## config.mk

```make
export PLATFORM = sky130hd
export DESIGN_NAME = fastmem_dram_sched
export DESIGN_NICKNAME = d
export VERILOG_FILES = /design/src/rtl/fastmem_pkg.sv /design/src/rtl/refresh_timer.sv /design/src/rtl/fastmem_dram_sched.sv
export SDC_FILE = /design/constraint.sdc
export NUM_CORES = 1
export LEC_CHECK = 0
export CORE_MARGIN = 1.5
export CORE_UTILIZATION = 35
export DETAILED_ROUTE_END_ITERATION = 10
export PLACE_DENSITY = 0.62
export SLEW_MARGIN = 30
export SYNTH_ARGS = -nofsm -noshare
export SYNTH_HDL_FRONTEND = slang
export SYNTH_SLANG_ARGS = --single-unit
export TNS_END_PERCENT = 20
```

## constraint.sdc

```tcl
create_clock -name CLKCPU -period 2.2 [get_ports CLKCPU]
set_input_delay 0.33 -clock CLKCPU [delete_from_list [all_inputs] [get_ports CLKCPU]]
set_output_delay 0.33 -clock CLKCPU [all_outputs]
set_load 0.01 [all_outputs]
```

## src/rtl/fastmem_pkg.sv

```systemverilog
// Shared definitions for the fast-RAM DRAM sequencer: FSM state encoding and default timings.
package fastmem_pkg;

  typedef enum logic [2:0] {
    StIdle,
    StRow,
    StCol,
    StCasw,
    StPre,
    StRcas,
    StRras,
    StRhold
  } state_e;

  localparam int unsigned DEF_REF_INTERVAL = 200;
  localparam int unsigned DEF_T_RCD        = 1;
  localparam int unsigned DEF_T_CAS        = 2;
  localparam int unsigned DEF_T_RP         = 2;
  localparam int unsigned DEF_REF_MAX      = 3;
  localparam int unsigned DEF_REF_URGENT   = 2;
  // RAS low time of a CBR refresh before the hold cycle
  localparam int unsigned T_RRAS           = 2;

endpackage

```

## src/rtl/refresh_timer.sv

```systemverilog
// Refresh interval counter with a saturating count of refreshes still owed to the DRAM.
module refresh_timer #(
  parameter int unsigned REF_INTERVAL = fastmem_pkg::DEF_REF_INTERVAL,
  parameter int unsigned REF_MAX      = fastmem_pkg::DEF_REF_MAX
) (
  input  logic       CLKCPU,
  input  logic       RESET,
  input  logic       ref_start,
  output logic [1:0] ref_pend
);

  localparam int unsigned CW = (REF_INTERVAL > 1) ? $clog2(REF_INTERVAL) : 1;

  logic [CW-1:0] cnt_q, cnt_d;
  logic [1:0]    pend_q, pend_d;
  logic          wrap;

  always_comb begin
    wrap   = (cnt_q == CW'(REF_INTERVAL - 1));
    cnt_d  = wrap ? '0 : cnt_q + 1'b1;
    pend_d = pend_q;
    // A wrap coinciding with a refresh start cancels out.
    if (wrap && !ref_start) begin
      if (pend_q != 2'(REF_MAX)) begin
        pend_d = pend_q + 2'd1;
      end
    end else if (!wrap && ref_start && (pend_q != 2'd0)) begin
      pend_d = pend_q - 2'd1;
    end
  end

  always_ff @(posedge CLKCPU) begin
    if (RESET) begin
      cnt_q  <= '0;
      pend_q <= 2'd0;
    end else begin
      cnt_q  <= cnt_d;
      pend_q <= pend_d;
    end
  end

  assign ref_pend = pend_q;

endmodule

```

## src/rtl/fastmem_dram_sched.sv

```systemverilog
// DRAM bank sequencer: arbitrates CPU accesses against CBR refresh and drives registered strobes.
module fastmem_dram_sched #(
  parameter int unsigned REF_INTERVAL = fastmem_pkg::DEF_REF_INTERVAL,
  parameter int unsigned T_RCD        = fastmem_pkg::DEF_T_RCD,
  parameter int unsigned T_CAS        = fastmem_pkg::DEF_T_CAS,
  parameter int unsigned T_RP         = fastmem_pkg::DEF_T_RP,
  parameter int unsigned REF_MAX      = fastmem_pkg::DEF_REF_MAX,
  parameter int unsigned REF_URGENT   = fastmem_pkg::DEF_REF_URGENT
) (
  input  logic       CLKCPU,
  input  logic       RESET,
  input  logic       ACC_REQ,
  input  logic       ACC_RW,
  input  logic       ACC_BANK,
  input  logic [3:0] ACC_BE,
  output logic [1:0] RAS,
  output logic [3:0] CAS,
  output logic       RAM_MUX,
  output logic       RAMOE,
  output logic       RAM_READY,
  output logic       BUSY,
  output logic [1:0] REF_PEND
);

  import fastmem_pkg::*;

  state_e     state_q, state_d;
  logic [3:0] tcnt_q, tcnt_d;
  logic       done_q, done_d;
  logic       bank_q, bank_d;
  logic       rw_q, rw_d;
  logic [3:0] be_q, be_d;
  logic       grant, ref_start;

  logic [1:0] ras_q, ras_d;
  logic [3:0] cas_q, cas_d;
  logic       mux_q, mux_d;
  logic       oe_q, oe_d;
  logic       rdy_q, rdy_d;
  logic       busy_q, busy_d;

  refresh_timer #(
    .REF_INTERVAL (REF_INTERVAL),
    .REF_MAX      (REF_MAX)
  ) u_refresh_timer (
    .CLKCPU    (CLKCPU),
    .RESET     (RESET),
    .ref_start (ref_start),
    .ref_pend  (REF_PEND)
  );

  always_ff @(posedge CLKCPU) begin
    if (RESET) begin
      state_q <= StIdle;
      tcnt_q  <= 4'd0;
      done_q  <= 1'b0;
      bank_q  <= 1'b0;
      rw_q    <= 1'b0;
      be_q    <= 4'h0;
    end else begin
      state_q <= state_d;
      tcnt_q  <= tcnt_d;
      done_q  <= done_d;
      bank_q  <= bank_d;
      rw_q    <= rw_d;
      be_q    <= be_d;
    end
  end

  always_comb begin
    state_d   = state_q;
    tcnt_d    = 4'd0;
    grant     = 1'b0;
    ref_start = 1'b0;
    unique case (state_q)
      StIdle: begin
        if (REF_PEND >= 2'(REF_URGENT)) begin
          state_d   = StRcas;
          ref_start = 1'b1;
        end else if (ACC_REQ && !done_q) begin
          state_d = StRow;
          grant   = 1'b1;
        end else if (REF_PEND != 2'd0) begin
          state_d   = StRcas;
          ref_start = 1'b1;
        end
      end
      StRow: begin
        if (!ACC_REQ) state_d = StPre;
        else if (tcnt_q == 4'(T_RCD - 1)) state_d = StCol;
        else tcnt_d = tcnt_q + 4'd1;
      end
      StCol: state_d = ACC_REQ ? StCasw : StPre;
      StCasw: begin
        if (!ACC_REQ || (tcnt_q == 4'(T_CAS - 1))) state_d = StPre;
        else tcnt_d = tcnt_q + 4'd1;
      end
      StPre: begin
        if (tcnt_q == 4'(T_RP - 1)) state_d = StIdle;
        else tcnt_d = tcnt_q + 4'd1;
      end
      StRcas: state_d = StRras;
      StRras: begin
        if (tcnt_q == 4'(T_RRAS - 1)) state_d = StRhold;
        else tcnt_d = tcnt_q + 4'd1;
      end
      StRhold: state_d = StPre;
      default: state_d = StIdle;
    endcase
  end

  // The grant latches the access; done stays set until the bus cycle ends (ACC_REQ low).
  always_comb begin
    bank_d = grant ? ACC_BANK : bank_q;
    rw_d   = grant ? ACC_RW : rw_q;
    be_d   = grant ? ACC_BE : be_q;
    if (grant) done_d = 1'b1;
    else if (!ACC_REQ) done_d = 1'b0;
    else done_d = done_q;
  end

  // Pins are decoded from the next state so they line up with the state register.
  always_comb begin
    ras_d  = 2'b11;
    cas_d  = 4'hF;
    mux_d  = 1'b0;
    oe_d   = 1'b1;
    rdy_d  = 1'b1;
    busy_d = (state_d != StIdle);
    unique case (state_d)
      StRow: ras_d = bank_d ? 2'b01 : 2'b10;
      StCol: begin
        ras_d = bank_d ? 2'b01 : 2'b10;
        mux_d = 1'b1;
        oe_d  = !rw_d;
      end
      StCasw: begin
        ras_d = bank_d ? 2'b01 : 2'b10;
        mux_d = 1'b1;
        oe_d  = !rw_d;
        cas_d = ~be_d;
        rdy_d = (tcnt_d != 4'(T_CAS - 1));
      end
      StRcas: cas_d = 4'h0;
      StRras: begin
        ras_d = 2'b00;
        cas_d = 4'h0;
      end
      StRhold: ras_d = 2'b00;
      default: ;
    endcase
  end

  always_ff @(posedge CLKCPU) begin
    if (RESET) begin
      ras_q  <= 2'b11;
      cas_q  <= 4'hF;
      mux_q  <= 1'b0;
      oe_q   <= 1'b1;
      rdy_q  <= 1'b1;
      busy_q <= 1'b0;
    end else begin
      ras_q  <= ras_d;
      cas_q  <= cas_d;
      mux_q  <= mux_d;
      oe_q   <= oe_d;
      rdy_q  <= rdy_d;
      busy_q <= busy_d;
    end
  end

  assign RAS       = ras_q;
  assign CAS       = cas_q;
  assign RAM_MUX   = mux_q;
  assign RAMOE     = oe_q;
  assign RAM_READY = rdy_q;
  assign BUSY      = busy_q;

endmodule
```

After elaboration in Yosys (flattened, before gate mapping)
Index checks and enable logic that the tools add are counted.

Bits of input ports: 9. Logic and storage cells: 99. Bits in registers: 34. Output and inout port bits: 12.

Reduce and logical (&&, ||, !) cells: 24. Order comparisons: 1. Bitwise operators: 3. Eq/ne operators: 19. Multiplexer cells: 34. $add $sub $neg: 4.

Operators by type and width (count): two-way mux 3 bit (9); one-hot mux 3 bit (8 select lines) (1); == test 3 bit, second input constant (7); two-way mux 4 bit (5); OR reduction 2 bit (7); == test 3 x 2 -> 1 bit, second input constant (4); two-way mux 1 bit (12); one-hot mux 4 bit (3 select lines) (1); adder 8 x 1 -> 8 bit, second input constant (1); == test 8 bit, second input constant (1); two-way mux 2 bit (4); one-hot mux 4 bit (2 select lines) (1); == test 3 x 1 -> 1 bit, second input constant (2); zero test 1 bit (5); adder 4 x 1 -> 4 bit, second input constant (1); == test 4 x 1 -> 1 bit, second input constant (1); logical AND 1 bit (4); zero test 4 bit (1); inequality test 2 bit, second input constant (2); inequality test 4 x 1 -> 1 bit, second input constant (1); inverter 4 bit (1); one-hot mux 2 bit (2 select lines) (1); nonzero test 2 bit (2); zero test 3 bit (1); 9 further kinds (10).

Longest topological paths before layout
Gate-level depths: netlist of run 1.

Word-level depth: 9. Mapped depth: 7. Gate-level depth less buffers: 7.

Modules after synthesis
Synthesis of run 1 repeated with hierarchy kept, for this count alone.

Cell total of the unflattened synthesis: 170. Area, all modules: 1584.0 µm².

Modules (own cells, without submodules): fastmem_dram_sched (times used 1, area an instance 1117.3 µm², sequential area each 480.5 µm², cells an instance 121); refresh_timer (times used 1, area an instance 466.7 µm², sequential area each 200.2 µm², cells an instance 49).

Worst setup path after synthesis of run 1
OpenSTA, ideal clock, no wires.

Path type: reg2reg. From: register tcnt_q[0]. To: register ras_q[0] (netlist: RAS[0]). Buffers on the path: 0. Slack: 0.421 ns. Data required time: 2.086 ns. Stages on the path, launching flop included: 7. Period minus slack after synthesis: 1.779 ns. Data arrival time: 1.665 ns. Setup time: 0.114 ns. Cells stage by stage: dfxtp_1 ha_1 or4b_1 a211oi_1 o22a_2 o211ai_2 a21o_1.

Longest elaborated chain between the ends: 7. Elaborated cells on any way between the ends: 17. Those cells by class: eq/ne (6); mux (7); reduce/logical (4).

Ends and longest elaborated chain: from (decl) (RTL line fastmem_dram_sched.sv:28) `logic [3:0] tcnt_q, tcnt_d;`; from (signal assigned) (RTL line fastmem_dram_sched.sv:62) `tcnt_q <= tcnt_d;`; == test 4 x 1 -> 1 bit or zero test 4 bit (tied branches); logical OR 1 bit or two-way mux 3 bit (tied branches) (RTL line fastmem_dram_sched.sv:95, fastmem_dram_sched.sv:90); two-way mux 3 bit (on tied branches) (RTL line fastmem_dram_sched.sv:95, fastmem_dram_sched.sv:89); one-hot mux 3 bit (8 select lines) (*) (RTL line fastmem_dram_sched.sv:75) `unique case (state_q)`; == test 3 x 2 -> 1 bit (tied with other cells) (RTL line fastmem_dram_sched.sv:130) `unique case (state_d)`; OR reduction 3 bit (no line) or OR reduction 2 bit (tied branches); one-hot mux 2 bit (2 select lines) (*) (RTL line fastmem_dram_sched.sv:130); to (signal assigned) (RTL line fastmem_dram_sched.sv:163) `ras_q <= ras_d;`; to (decl) (RTL line fastmem_dram_sched.sv:35) `logic [1:0] ras_q, ras_d;`.

Mark *: on every way between the ends. The rest lies on a longest branch, timed or not. A chain may end at the register's enable or synchronous reset.

Worst setup path after layout of run 1
Ends and elaborated chain as after synthesis.

==> flow_metrics.env, run 1 <==
export IMPL_status="finished, final reports clean"
export IMPL_crit_family="compound AO/OA/AOI/OAI gates"
export IMPL_ys_seq_elements=34
export IMPL_wl_per_cell_um=13.2
export IMPL_cts_sinks=34
export IMPL_grt_max_degree=18
export IMPL_coreArea_um2=4320
export IMPL_finalSetupViolCount=0
export IMPL_worst_slack_ns=0.192
export IMPL_nNetsFinal=214
export IMPL_p_per_area_nw_per_um2=892
export IMPL_worstMarginPinSlew_ns=0.419
export IMPL_worstPathMaxFanout=6
export IMPL_post_route_min_period_ns=2.01
export IMPL_hold_class="register to register"
export IMPL_hold_viol_final=0
export IMPL_grt_overflow=0
export IMPL_antenna_found_initial=0
export IMPL_drtIter0Drc=60
export IMPL_ys_seq_area_share_pct=43.6
export IMPL_cts_buffers=5
export IMPL_ctsResizeCount=0
export IMPL_cts_hold_buf=0
export IMPL_worstPathCellList="ha_1, or4b_1, a211oi_1, o22a_2, o211ai_2, a21o_1"
export IMPL_dp_slack_ns=0.0340
export IMPL_slowest_delay_ns=0.44
export IMPL_slew_headroom_pct=72.0
export IMPL_path_clk_slew_ns=0.08
export IMPL_die_w_um=69.8
export IMPL_diodes=0
export IMPL_io_buffer_count=20
export IMPL_cts_buffer_depth=2
export IMPL_drv_slew=0
export IMPL_crit_type="register to register"
export IMPL_post_route_drc_count=0
export IMPL_synth_edff_count=0
export IMPL_finalSetupTns_ns=0
export IMPL_async_flop_share_pct=0
export IMPL_drive_gt1_share_pct=11.9
export IMPL_rsz0062_at_grt="false"
export IMPL_yosysWarnings=0
export IMPL_cap_violations=0
export IMPL_wirelength_mm=3.33
export IMPL_layout_cells_non_filler=253
export IMPL_io_pins=21
export IMPL_cp_slowest_cell="dfxtp_1"
export IMPL_critPathLaunchType="register"
export IMPL_num_rows=24
export IMPL_p_leak_nw=0.756
export IMPL_crit_buf_inv=0
export IMPL_netlist_area_um2=1560
export IMPL_vias=1296
export IMPL_place_gp_congestion=0.728
export IMPL_cts_tree="done"
export IMPL_grt_usage_pct=14.5
export IMPL_clock_root_buffer="clkbuf_8"
export IMPL_syn_area_per_cell_um2=9.02
export IMPL_grt_pass1_vias=1231
export IMPL_clock_latency_ns=0.29
export IMPL_post_cts_buffers=0
export IMPL_dp_cells=245
export IMPL_fin_skew_ns=0.0115
export IMPL_fin_crit_sh_pct=91.3
export IMPL_clock_fmax_mhz=498
export IMPL_hpwl_mm=2.43
export IMPL_synth_nets=187
export IMPL_cp_arrival_ns=2.19
export IMPL_area_growth_pct=27.3
export IMPL_start_util_pct=36.1
export IMPL_fp_dieH_um=69.8
export IMPL_die_area_um2=4870
export IMPL_drtPass1Iterations=4
export IMPL_vias_per_cell=5.12
export IMPL_grt_pass1_wl_mm=5.67
export IMPL_ant_nets=0
export IMPL_htreeDepth=2
export IMPL_ys_flop_type="dfxtp_1"
export IMPL_irDropWorstVdd_mv=0.552
export IMPL_ys_types=47
export IMPL_worstPathRequired_ns=2.39
export IMPL_synthCells=173
export IMPL_endpoint_kind="register"
==> state kept, by name, summed over array words and instances (netlist names) <==
signal and cells:
u_refresh_timer.cnt_q 8, done_q 1, be_q 4, RAM_MUX 1
rw_q 1, RAMOE 1, RAS 2, RAM_READY 1
bank_q 1, tcnt_q 4, CAS 4, state_q 3
u_refresh_timer.ref_pend 2, BUSY 1
==> stage by stage <==
step	hold WS (ns)	utilization (%)	instance area [um2]	total power (W)
floorplan	0.431	-	1560	0.000944
global placement	0.445	42.7	1840	0.00107
detailed placement	0.453	42.7	1840	0.00107
CTS	0.464	45.9	1990	0.00178
global route	0.487	45.9	1990	0.00185
finish	0.458	45.9	1990	0.00177
==> metal layers <==
metal  share of wire [%]  routed length (um)  GRT usage (%)  up-vias
li1                    -                   -              -      661
met1                  47                1560           18.2      599
met2                  48                1590           23.7       30
met3                 4.5                 149           4.80        6
met4                 1.1                  38           4.49        0
met5                   0                   0              0        -
==> cells in the mapped netlist (2+ instances only) <==
| library cell | count | area share, % |
|---|---|---|
| or3_1 | 2 | 0.80 |
| a211oi_1 | 2 | 0.96 |
| nand3_1 | 7 | 2.2 |
| or3_4 | 2 | 1.4 |
| o22ai_1 | 2 | 0.80 |
| nand2_1 | 7 | 1.7 |
| buf_2 | 3 | 0.96 |
| ha_1 | 5 | 4.0 |
| o21a_1 | 2 | 0.96 |
| and3_1 | 2 | 0.80 |
| nor2_1 | 25 | 6.0 |
| and2_1 | 3 | 1.2 |
| xnor2_1 | 4 | 2.2 |
| nor3_1 | 5 | 1.6 |
| nor2b_1 | 2 | 0.80 |
| mux2i_1 | 5 | 3.2 |
| o21ai_0 | 5 | 1.6 |
| o211ai_1 | 2 | 0.96 |
| inv_1 | 6 | 1.4 |
| clkbuf_1 | 4 | 0.96 |
| a21oi_1 | 15 | 4.8 |
| xor2_1 | 4 | 2.2 |
| dfxtp_1 | 34 | 44 |
| nand2b_1 | 2 | 0.80 |
==> layout make-up <==
class                           instances  area (um2)
Multi-Input combinational cell        125         816
Sequential cell                        34         681
Inverter                                6        22.5
Fill cell                             442        2340
Tap cell                               52        65.1
Timing Repair Buffer                   28         260
Clock inverter                          2        60.1
Clock buffer                            6        82.6
==> path summary, 6_finish.rpt <==
kind / from / end / slack, ns / cells past startpoint
worst min-delay path: u_refresh_timer.cnt_q[0] / u_refresh_timer.cnt_q[0] / 0.46 / 1
worst min register to register: u_refresh_timer.cnt_q[0] / u_refresh_timer.cnt_q[0] / 0.46 / 1
worst max register to register: tcnt_q[0] / RAS[0] / 0.19 / 6
worst max-delay path: tcnt_q[0] / RAS[0] / 0.19 / 6
==> cells in the final DEF (no fill, tap or decap), types with 2 or more instances in the layout <==
cell             synthesis  layout
buf_4                    0       8
nand3_1                  7       7
a21oi_1                 15      15
o22ai_1                  2       2
clkbuf_8                 0       6
o21ai_0                  5       5
nand2_1                  7       7
inv_1                    6       6
xor2_1                   4       4
mux2i_1                  5       5
xnor2_1                  4       4
clkdlybuf4s50_1          0      20
or3_1                    2       2
bufinv_16                0       2
o211ai_1                 2       2
nor2b_1                  2       2
and3_1                   2       2
nand2b_1                 2       2
nor3_1                   5       5
a211oi_1                 2       2
and2_1                   3       3
dfxtp_1                 34      34
o21a_1                   2       2
nor2_1                  25      25
ha_1                     5       5
or3_4                    2       2
==> worst register-to-register path: cells and delay by family (launching register included) <==
family,cells,cell delay (ns)
AO/OA/AOI/OAI,4,0.84
adder cells (fa/ha/maj),1,0.19
flip-flops,1,0.44
AND/OR/NAND/NOR,1,0.44
==> power by group <==
group	switching (W)	internal (W)
combinational	0.000186	0.000182
clock	0.000232	0.000483
sequential	0.0000217	0.000667
==> kinds of logic (layout without fill, tap and decap cells) <==
kind of cell / after synthesis / count (layout) / synth area share [%]
fa+ha+maj: 5 / 5 / 4.01
compound gates: 38 / 38 / 15.7
simple gates: 68 / 68 / 23.4
mux: 6 / 6 / 4.65
buf+inv: 14 / 42 / 4.09
flops: 34 / 34 / 43.6
xor+xnor: 8 / 8 / 4.49
No activity file was read; power rests on OpenSTA's default activity.
==> inputs of run 2 (changes only) <==
- CAP_MARGIN: unset -> 10
==> results of run 2 <==
Final layout, timing and power as in run 1 (identical DEF).
==> inputs of run 3 (changes only) <==
- CORE_UTILIZATION: 35 -> 50
- PLACE_DENSITY: 0.62 -> 0.81
==> run 3 against run 2 <==
Effect of this change:
- cell count shrank 6.3%
- design area fell by 3.7%
- sequential share of layout area increased by 1.3 points
- worst setup slack worse by 0.0088 ns
- clock power down 49%
- non-clock buffer count rose by 3
- clock-buffer cell count unchanged
- via count increased by 6.2%
- critical path type unchanged
- highest routed layer unchanged
==> flow_metrics.env, run 3 (synthesis gave the netlist of run 1 again) <==
export IMPL_cts_buffers=5
export IMPL_finalSetupViolCount=0
export IMPL_drtPass1Iterations=4
export IMPL_vias=1376
export IMPL_final_common_cell="dfxtp_1"
export IMPL_regMostFlops="u_refresh_timer.cnt_q"
export IMPL_cts_hold_buf=0
export IMPL_post_cts_buffers=0
export IMPL_clock_root_buffer="clkbuf_4"
export IMPL_grt_max_degree=13
export IMPL_slowest_delay_ns=0.37
export IMPL_p_per_area_nw_per_um2=746
export IMPL_crit_family="compound AO/OA/AOI/OAI gates"
export IMPL_hpwl_mm=2.53
export IMPL_wl_met1_mm=1.37
export IMPL_irDropWorstVdd_mv=0.404
export IMPL_met2_length_mm=1.77
export IMPL_ctsResizeCount=0
export IMPL_wl_per_cell_um=14.3
export IMPL_coreArea_um2=3000
export IMPL_cts_sinks=34
export IMPL_status="finished, final reports clean"
export IMPL_io_buffer_count=20
export IMPL_drtIter0Drc=50
export IMPL_ant_nets=0
export IMPL_post_route_drc_count=0
export IMPL_grt_pass1_vias=1367
export IMPL_htreeDepth=2
export IMPL_grt_pass1_wl_mm=5.82
export IMPL_finalSetupTns_ns=0
export IMPL_nNetsFinal=217
export IMPL_largest_reg_flops=8
export IMPL_path_clk_slew_ns=0.11
export IMPL_num_rows=20
export IMPL_fin_crit_sh_pct=91.7
export IMPL_critPathLaunchType="register"
export IMPL_highest_layer="met4"
export IMPL_cp_slowest_cell="dfxtp_1"
export IMPL_slew_headroom_pct=74.0
export IMPL_wirelength_mm=3.38
export IMPL_worstPathRequired_ns=2.43
export IMPL_total_power_w=0.00143
export IMPL_endpoint_kind="register"
export IMPL_die_area_um2=3460
export IMPL_area_growth_pct=22.6
export IMPL_io_pins=21
export IMPL_place_gp_congestion=0.797
export IMPL_post_route_min_period_ns=2.02
export IMPL_rsz0062_at_grt="false"
export IMPL_cp_arrival_ns=2.25
export IMPL_start_util_pct=52.0
export IMPL_cts_buffer_depth=2
export IMPL_worstPathCellList="inv_1, ha_1, nor3b_1, o22ai_1, buf_4, o31a_1, o211ai_2, o211ai_1"
export IMPL_clock_fmax_mhz=496
export IMPL_worstMarginPinSlew_ns=0.388
export IMPL_crit_type="register to register"
export IMPL_fin_skew_ns=0.00875
export IMPL_worstPathMaxFanout=6
export IMPL_grt_usage_pct=22.0
export IMPL_drv_slew=0
export IMPL_grt_overflow=0
export IMPL_cap_violations=0
export IMPL_vias_per_cell=5.81
export IMPL_final_cell_mix="34 x dfxtp_1, 25 x nor2_1, 20 x clkdlybuf4s50_1"
export IMPL_hold_class="register to register"
export IMPL_drive_gt1_share_pct=13.2
export IMPL_route_met3_wl_um=163
export IMPL_fp_dieH_um=58.9
export IMPL_cts_tree="done"
export IMPL_diodes=0
export IMPL_hold_viol_final=0
export IMPL_clock_latency_ns=0.34
export IMPL_antenna_found_initial=0
export IMPL_crit_buf_inv=2
export IMPL_p_leak_nw=0.730
export IMPL_die_w_um=58.9
[run 3: layout make-up]
type	instances	area, um2
Clock buffer	6	51.3
Clock inverter	2	12.5
Fill cell	254	1090
Inverter	6	22.5
Multi-Input combinational cell	125	822
Sequential cell	34	681
Tap cell	33	41.3
Timing Repair Buffer	31	283
[run 3: final timing paths]
check | from | to | slack [ns] | cells past startpoint
setup / recovery | tcnt_q[0] | RAS[1] | 0.18 | 8
hold / removal | done_q | done_q | 0.47 | 2
setup reg to reg | tcnt_q[0] | RAS[1] | 0.18 | 8
hold reg to reg | done_q | done_q | 0.47 | 2
[run 3: tightest hold or removal path: cells and delay by family (launching register included)]
family           cells  cell delay (ns)
AND/OR/NAND/NOR      1             0.06
AO/OA/AOI/OAI        1             0.06
flip-flops           1             0.32
[run 3: where the power goes]
part | total (W) | leakage, nW | switching, W | internal [W]
Sequential | 0.000689 | 0.277 | 0.0000220 | 0.000667
Clock | 0.000365 | 0.0343 | 0.000212 | 0.000153
Combinational | 0.000373 | 0.419 | 0.000188 | 0.000185
[run 3: routing by layer]
layer / up-vias / GRT usage [%]
met3: 9 / 5.93
met5: - / 0
met4: 0 / 12.7
li1: 669 / -
met1: 654 / 24.4
met2: 44 / 37.6
[run 3: metrics by stage]
stage,instance area [um2],hold slack [ns],util [%],setup slack (ns),instances
floorplan,1560,0.431,-,0.421,173
global placement,1840,0.441,61.4,0.0921,229
detailed placement,1840,0.455,61.4,0.0393,229
CTS,1910,0.470,63.5,0.149,237
global route,1910,0.505,63.7,0.0318,237
finish,1910,0.470,63.7,0.183,237
